$ cat src/rtl/mips_pkg.sv
// Shared MIPS pipeline definitions: widths, NOP encoding
// and the fetch-stage state encoding.
package mips_pkg;

    localparam int PC_W    = 10;
    localparam int INSTR_W = 32;

    localparam logic [INSTR_W-1:0] NOP_WORD = 32'h0000_0000;

    typedef enum logic [1:0] {
        BOOT   = 2'd0,
        RUN    = 2'd1,
        HALTED = 2'd2
    } fetch_state_t;

endpackage

$ cat src/rtl/ifid_reg.sv
// IF/ID pipeline register: flush loads a NOP bubble,
// load captures a fetched word, otherwise contents hold.
module ifid_reg
    import mips_pkg::*;
#(
    parameter int                 P_PC_W    = mips_pkg::PC_W,
    parameter int                 P_INSTR_W = mips_pkg::INSTR_W,
    parameter logic [P_INSTR_W-1:0] P_NOP   = mips_pkg::NOP_WORD
) (
    input  logic                 clk,
    input  logic                 rst_n,
    input  logic                 flush,
    input  logic                 load,
    input  logic [P_PC_W-1:0]    pc_in,
    input  logic [P_INSTR_W-1:0] instr_in,
    output logic [P_PC_W-1:0]    pc,
    output logic [P_INSTR_W-1:0] instr,
    output logic                 valid
);

    // Flush wins over load; neither asserted means hold.
    always_ff @(posedge clk or negedge rst_n) begin
        if (!rst_n) begin
            pc    <= '0;
            instr <= P_NOP;
            valid <= 1'b0;
        end else if (flush) begin
            instr <= P_NOP;
            valid <= 1'b0;
        end else if (load) begin
            pc    <= pc_in;
            instr <= instr_in;
            valid <= 1'b1;
        end
    end

endmodule

$ cat src/rtl/pc_fetch_unit.sv
// Instruction-fetch stage: PC register, next-PC selection,
// boot/run/halt sequencing and the IF/ID register.
module pc_fetch_unit
    import mips_pkg::*;
#(
    parameter int                 PC_W     = mips_pkg::PC_W,
    parameter int                 INSTR_W  = mips_pkg::INSTR_W,
    parameter logic [PC_W-1:0]    RESET_PC = '0,
    parameter logic [INSTR_W-1:0] NOP_WORD = mips_pkg::NOP_WORD
) (
    input  logic               clk,
    input  logic               rst_n,
    input  logic               stall_i,
    input  logic               branch_taken_i,
    input  logic [PC_W-1:0]    branch_target_i,
    input  logic               jump_i,
    input  logic [PC_W-1:0]    jump_target_i,
    input  logic               halt_i,
    output logic [PC_W-1:0]    imem_addr_o,
    input  logic [INSTR_W-1:0] imem_rdata_i,
    output logic [PC_W-1:0]    ifid_pc_o,
    output logic [INSTR_W-1:0] ifid_instr_o,
    output logic               ifid_valid_o,
    output logic               halted_o
);

    fetch_state_t    state;
    logic [PC_W-1:0] pc;
    logic [PC_W-1:0] pc_inc;
    logic [PC_W-1:0] target;
    logic            running;
    logic            redirect;
    logic            halt_go;
    logic            flush;
    logic            load;

    assign imem_addr_o = pc;
    assign pc_inc      = pc + PC_W'(1);

    // Decode this cycle's action; branch is older than jump,
    // and a redirect squashes a (wrong-path) halt.
    always_comb begin
        running  = (state == RUN);
        redirect = running && (branch_taken_i || jump_i);
        target   = branch_taken_i ? branch_target_i : jump_target_i;
        halt_go  = running && !redirect && !stall_i && halt_i;
        flush    = redirect || halt_go;
        load     = running && !redirect && !stall_i && !halt_i;
    end

    // PC register and fetch sequencing FSM.
    always_ff @(posedge clk or negedge rst_n) begin
        if (!rst_n) begin
            pc       <= RESET_PC;
            state    <= BOOT;
            halted_o <= 1'b0;
        end else begin
            unique case (state)
                BOOT: begin
                    state <= RUN;
                end
                RUN: begin
                    if (redirect) begin
                        pc <= target;
                    end else if (halt_go) begin
                        state    <= HALTED;
                        halted_o <= 1'b1;
                    end else if (load) begin
                        pc <= pc_inc;
                    end
                end
                HALTED: begin
                    halted_o <= 1'b1;
                end
                default: begin
                    state <= BOOT;
                end
            endcase
        end
    end

    ifid_reg #(
        .P_PC_W    (PC_W),
        .P_INSTR_W (INSTR_W),
        .P_NOP     (NOP_WORD)
    ) u_ifid (
        .clk      (clk),
        .rst_n    (rst_n),
        .flush    (flush),
        .load     (load),
        .pc_in    (pc_inc),
        .instr_in (imem_rdata_i),
        .pc       (ifid_pc_o),
        .instr    (ifid_instr_o),
        .valid    (ifid_valid_o)
    );

endmodule

$ cat config.mk
export PLATFORM = sky130hd
export DESIGN_NAME = pc_fetch_unit
export DESIGN_NICKNAME = d
export VERILOG_FILES = /design/src/rtl/mips_pkg.sv /design/src/rtl/ifid_reg.sv /design/src/rtl/pc_fetch_unit.sv
export SDC_FILE = /design/constraint.sdc
export NUM_CORES = 1
export LEC_CHECK = 0
export ABC_AREA = 1
export CORE_UTILIZATION = 52
export CTS_CLUSTER_SIZE = 30
export DETAILED_ROUTE_END_ITERATION = 8
export DONT_BUFFER_PORTS = 1
export GPL_TIMING_DRIVEN = 0
export PLACE_DENSITY = 0.67
export SYNTH_ARGS = -nofsm -noshare
export SYNTH_HDL_FRONTEND = slang
export SYNTH_SLANG_ARGS = --single-unit
$ cat constraint.sdc
create_clock -name clk -period 2.35 [get_ports clk]
set_clock_uncertainty 0.2 [all_clocks]
set_input_delay 0.47 -clock clk [delete_from_list [all_inputs] [get_ports clk]]
set_output_delay 0.47 -clock clk [all_outputs]
set_load 0.01 [all_outputs]
* Word level (Yosys, flattened, before mapping)
Cells that the tools add are included.
** Word-level totals
- Register bits after elaboration :: 56
** Cells by class
- Add/subtract/negate cells :: 1
- Eq/ne operators :: 5
- Multiplexer cells :: 14
- Bitwise gates (word level) :: 2
- Reductions and logical operators :: 18
** Operators with widths (number)
- two-way mux 32 bit :: 2
- two-way mux 10 bit :: 4
- adder 10 x 1 -> 10 bit, second input constant :: 1
- AND reduction 3 bit :: 3
- one-hot mux 2 bit (3 select lines) :: 1
- nonzero test 2 bit :: 3
- logical AND 1 bit :: 5
- two-way mux 1 bit :: 4
- two-way mux 2 bit :: 2
- inequality test 2 bit, second input constant :: 2
- zero test 1 bit :: 3
- equality test 2 x 1 -> 1 bit, second input constant :: 1
- equality test 2 bit, second input constant :: 1
- zero test 2 bit :: 1
- logical OR 1 bit :: 2
- inequality test 2 x 1 -> 1 bit, second input constant :: 1
- NOT 1 bit :: 2
- one-hot mux 1 bit (2 select lines) :: 1
- AND reduction 2 bit :: 1

* Depth between registers and ports, before layout
- Word-level depth :: 9
- Depth in mapped cells :: 11
- Depth with buffers taken out :: 10

* By module
A second synthesis with hierarchy kept.
** Second synthesis, totals
- Cells, all modules :: 358
- Area total of the unflattened synthesis :: 2785.2 µm²
** Modules (own cells, without submodules)
- ifid_reg :: times used 1, cells an instance 187, area each 1705.4 µm², sequential area each 1076.0 µm²
- pc_fetch_unit :: times used 1, cells an instance 171, area each 1079.8 µm², sequential area each 325.3 µm²

* Worst setup path after synthesis
No wires, ideal clock.
- Path kind :: register to register
- From :: register state[1]
- To :: register pc[6] (netlist: imem_addr_o[6])
- Setup time :: 0.116 ns
- Data arrival time :: 1.318 ns
- Required time :: 2.034 ns
- Path slack :: 0.716 ns
- Cell stages (with the launch flop) :: 11
- Buffers on the path :: 1
- Period minus slack after synthesis :: 1.634 ns
- Cells stage by stage :: dfrtp_1 inv_1 ha_1 inv_2 nor2_8 inv_4 buf_2 nor2_1 nor2_2 nand2_1 nand2_1
** Between the ends
- Longest elaborated chain between the ends :: 8
- Elaborated cells on any way between the ends :: 11
- Those cells by class :: eq/ne: 2; mux: 1; reduce/logical: 8
** RTL lines
- start, declared :: line pc_fetch_unit.sv:27 : fetch_state_t state;
- start signal, assigned :: line pc_fetch_unit.sv:55 : state <= BOOT;
- start signal, assigned :: line pc_fetch_unit.sv:60 : state <= RUN;
- start signal, assigned :: line pc_fetch_unit.sv:66 : state <= HALTED;
- equality test 2 x 1 -> 1 bit * :: line pc_fetch_unit.sv:43, pc_fetch_unit.sv:58
- logical AND 1 bit :: line pc_fetch_unit.sv:44 : redirect = running && (branch_taken_i || jump_i);
- zero test 1 bit :: line pc_fetch_unit.sv:46, pc_fetch_unit.sv:48
- logical AND 1 bit (2 in a row) :: line pc_fetch_unit.sv:46, pc_fetch_unit.sv:48
- logical AND 1 bit, on equally long branches :: line pc_fetch_unit.sv:46, pc_fetch_unit.sv:48
- inequality test 2 bit (no source line) / nonzero test 2 bit (equally long branches)
- AND reduction 3 bit (no source line)
- end signal, assigned :: line pc_fetch_unit.sv:64 : pc <= target;
- end signal, assigned :: line pc_fetch_unit.sv:69 : pc <= pc_inc;
- end, declared :: line pc_fetch_unit.sv:28 : logic [PC_W-1:0] pc;
Every way passes the cells marked *; elsewhere a longest branch is shown, timed or not.
A chain may end at the register's enable or synchronous reset.

* Worst setup path in the final report
- From :: register state[1]
- To :: register u_ifid.pc[8]
** Between the ends
- Longest elaborated chain between the ends :: 9
- Elaborated cells on any way between the ends :: 10
- Those cells by class :: eq/ne: 1; bitwise: 1; reduce/logical: 8
** RTL lines
- equality test 2 x 1 -> 1 bit * :: line pc_fetch_unit.sv:43 : running = (state == RUN);
- logical AND 1 bit :: line pc_fetch_unit.sv:44
- zero test 1 bit :: line pc_fetch_unit.sv:46, pc_fetch_unit.sv:48
- logical AND 1 bit (2 in a row) :: line pc_fetch_unit.sv:46, pc_fetch_unit.sv:48
- logical AND 1 bit :: line pc_fetch_unit.sv:46 : halt_go = running && !redirect && !stall_i && halt_i;
- logical OR 1 bit :: line pc_fetch_unit.sv:47 : flush = redirect || halt_go;
- NOT 1 bit (no source line)
- AND reduction 2 bit (no source line) *
- end signal, assigned :: line ifid_reg.sv:31 : pc <= pc_in;
- end, declared :: line ifid_reg.sv:16 : output logic [P_PC_W-1:0] pc,
Marks and branches as above.

==> flow_metrics.py <==
metrics = {
    "setup_path": {
        "crit_slowest_cell": "dfrtp_1",
        "worstPathArrival_ns": 1.80,
        "r2r_start": "state[1]$_DFFE_PN0P_",
        "path_cells": "inv_1, ha_1, inv_2, nor2_8, nand3b_4, inv_2, buf_4, nand3_1, o21a_1",
        "crit_type": "reg -> reg",
        "reg2reg_to": "u_ifid.pc[8]$_DFFE_PN0P_",
        "critPathMaxStageDelay_ns": 0.40,
        "cp-end-kind": "flop",
        "cp_max_fo": 10,
        "cp-start-kind": "flop",
        "r2r_cells": 9,
        "worst_ep_required_time_ns": 2.35,
        "rrSetupSlack_ns": 0.55,
        "critical_path.top_delay_family": "buffers and inverters",
        "cp_num_buf_inv": 4,
        "cp_common_cell": "inv_2",
    },
    "clocking": {
        "clockRootBuffer": "clkbuf_8",
        "cts_resized": 0,
        "cts_tree": "built",
        "cts_buffer_depth": 2,
        "clock-sinks": 56,
        "cts_made_buffers": 5,
        "cts_setup_buffers": 0,
        "clock_latency_ns": 0.30,
        "cts-hold-fix-buffers": 2,
        "cts.clk_slew.worst_paths_ns": 0.09,
        "cts_max_level": 2,
    },
    "cells_and_area": {
        "num_antenna_cells": 0,
        "fin_cells": 352,
        "mostFrequentLayoutCells": "80 x nand2_1, 56 x dfrtp_1, 32 x a22o_1, 23 x inv_1, 17 x o21ai_0",
        "final_common_cell": "nand2_1",
        "utilization_pct": 59.19,
        "drive_above_1_share_pct": 11.23,
        "syn_to_final_growth_pct": 8.222,
        "num-nets-final": 346,
    },
    "synth": {
        "synth_async_sr_flop_share_pct": 100.0,
        "synth_edf_count": 0,
        "synth.yosys.seq_area_share_pct": 53.54,
        "syn_nets": 337,
        "synthCells": 275,
        "synth_seq_cells": 56,
        "synth_area_mm2": 0.002618,
        "yosysUniqueCellTypes": 26,
        "synth_area_per_cell_um2": 9.518,
        "synth-main-ff-cell": "dfrtp_1",
        "yosysWarningCount": 0,
    },
    "timing": {
        "finalCritPeriodShare_pct": 76.62,
        "fin_crit_ns": 1.801,
        "rsz0062_at_grt": "no",
        "tightest_slew_ns": 0.3180,
        "finalMaxSlewViolations": 0,
        "worst_slack_ns": 0.5493,
        "max_slew_margin_pct": 78.72,
        "hold_viol_final": 0,
        "fmax_mhz": 555.4,
        "setup_viol_count_final": 0,
        "setup-tns-final_ns": 0,
    },
    "min_path": {
        "holdPathEnd": "u_ifid.instr[29]$_DFFE_PN0P_",
        "hold_class": "in -> reg",
        "hp-start": "imem_rdata_i[29]",
        "min_path_cells": 1,
    },
    "die": {
        "placementRows": 25,
        "ios": 112,
        "die_area_mm2": 0.005322,
        "fp.dieH_um": 72.95,
        "coreArea_mm2": 0.004786,
        "initial_core_util_pct": 54.69,
        "fp.dieW_um": 72.95,
    },
    "detailed_routing": {
        "postRouteAntennaNets": 0,
        "drt-initial-drc-count": 93,
        "routed_via_density": 5.401,
        "totalWireLength_mm": 5.240,
        "drc": 0,
        "via_count": 1901,
        "routedWlPerCell_um": 14.89,
        "firstDrtPassIters": 4,
    },
    "pwr": {
        "clkPwrFrac_pct": 17.0,
        "intPower_uw": 1849,
        "switchingPower_uw": 1266,
        "total_leakage_power_uw": 0.001493,
        "comb_power_share_pct": 33.5,
        "netSwitchingFraction_pct": 40.65,
        "irDropWorstVdd_mv": 0.5735,
        "seq_power_share_pct": 49.5,
        "p_per_area_mw_per_mm2": 1100,
    },
    "global_routing": {
        "overflow": 0,
        "grt_pass1_wl_mm": 7.948,
        "grt_util_met1_pct": 26.29,
        "grtUsageMet3_pct": 4.972,
        "grt_max_degree": 57,
        "grt_usage_pct": 19.75,
        "grt_pass1_vias": 1658,
        "grt-busiest-layer": "met2",
        "grt_antenna_before_repair": 0,
        "globalRouteMet2Util_pct": 31.67,
    },
    "placement": {
        "preCtsSetupSlack_ns": 0.5448,
        "placed_cells": 342,
        "portBuffers": 0,
        "post-dp-hpwl_mm": 3.920,
        "routabilityCongestion": 0.7587,
    },
    "run_status": {
        "status": "completed",
    },
    "job": {
        "drv_cap": 0,
    },
}
## per-stage QoR
| stage | power (uW) | instance area (um^2) | hold WS [ns] |
|---|---|---|---|
| after floorplan | 2336 | 2618 | -0.02559 |
| after global placement | 2564 | 2701 | -0.02459 |
| after detailed placement | 2592 | 2701 | -0.02446 |
| after CTS | 3152 | 2833 | 0.08374 |
| after global routing | 3355 | 2833 | 0.07439 |
| final | 3116 | 2833 | 0.09362 |
## Yosys cell counts, types with 2 or more instances
cell type,instances,area [um^2]
a22o_1,32,280.3
buf_2,6,30.03
buf_4,5,37.54
dfrtp_1,56,1401
ha_1,4,50.05
inv_1,23,86.33
inv_2,3,11.26
nand2_1,80,300.3
nand3_1,16,80.08
nand4_1,2,12.51
nor2_1,9,33.78
nor2_2,3,18.77
nor2_8,2,40.04
o211ai_1,3,22.52
o21a_1,4,30.03
o21ai_0,17,85.08
## layout make-up
class                   count  area [um^2]
fillers                   423         1953
flip-flops and latches     56         1401
multi-input cells         179         1030
inverters                  27        103.9
clock buffers               7        86.33
well taps                  67        83.83
plain buffers              13        82.58
repair buffers              2        37.54
clock inverters             1        7.507
## routing by layer
layer  up-vias  wire, um
li1        930         -
met1       878      2372
met2        86      2398
met3         7       403
met4         0        66
met5         -         0
## sequential cells by signal, summed over array words and instances (netlist names)
name,flops
state,2
u_ifid.valid,1
u_ifid.pc,10
u_ifid.instr,32
imem_addr_o,10
halted_o,1
## power by group through the flow
stage / Clock, uW / Combinational, uW / Sequential (uW)
floorplan: 0 / 851 / 1480
global placement: 0 / 1010 / 1560
detailed placement: 0 / 1030 / 1570
CTS: 547 / 1060 / 1550
global route: 586 / 1190 / 1580
finish: 529 / 1040 / 1540
## kinds of logic after synthesis
kind of cell,share of synthesized area [%]
XOR/XNOR,0.3347
multiplexers,0.3824
adder cells (fa/ha/maj),1.912
flip-flops,53.54
buffers and inverters,7.122
AND/OR/NAND/NOR,20.46
AO/OA/AOI/OAI,16.25
## worst reg2reg max path, cell delays in order, from the launching register on
cell and delay, ns:
dfrtp_1 0.40, inv_1 0.08, ha_1 0.18, inv_2 0.10, nor2_8 0.12, nand3b_4 0.13, inv_2 0.11, buf_4 0.18
nand3_1 0.10, o21a_1 0.10
## worst max path at each step
stage / from / to / slack [ns] / cells after the start
after floorplan: state[1]$_DFFE_PN0P_ / imem_addr_o[6]$_DFFE_PN0P_ / 0.72 / 10
after CTS: state[1]$_DFFE_PN0P_ / u_ifid.pc[6]$_DFFE_PN0P_ / 0.52 / 9
after global routing: state[1]$_DFFE_PN0P_ / u_ifid.pc[6]$_DFFE_PN0P_ / 0.38 / 9
after global placement: state[1]$_DFFE_PN0P_ / u_ifid.pc[6]$_DFFE_PN0P_ / 0.55 / 9
final: state[1]$_DFFE_PN0P_ / u_ifid.pc[8]$_DFFE_PN0P_ / 0.55 / 9
after detailed placement: state[1]$_DFFE_PN0P_ / u_ifid.pc[6]$_DFFE_PN0P_ / 0.54 / 9
Note: power is estimated with default switching activity, not from simulation.
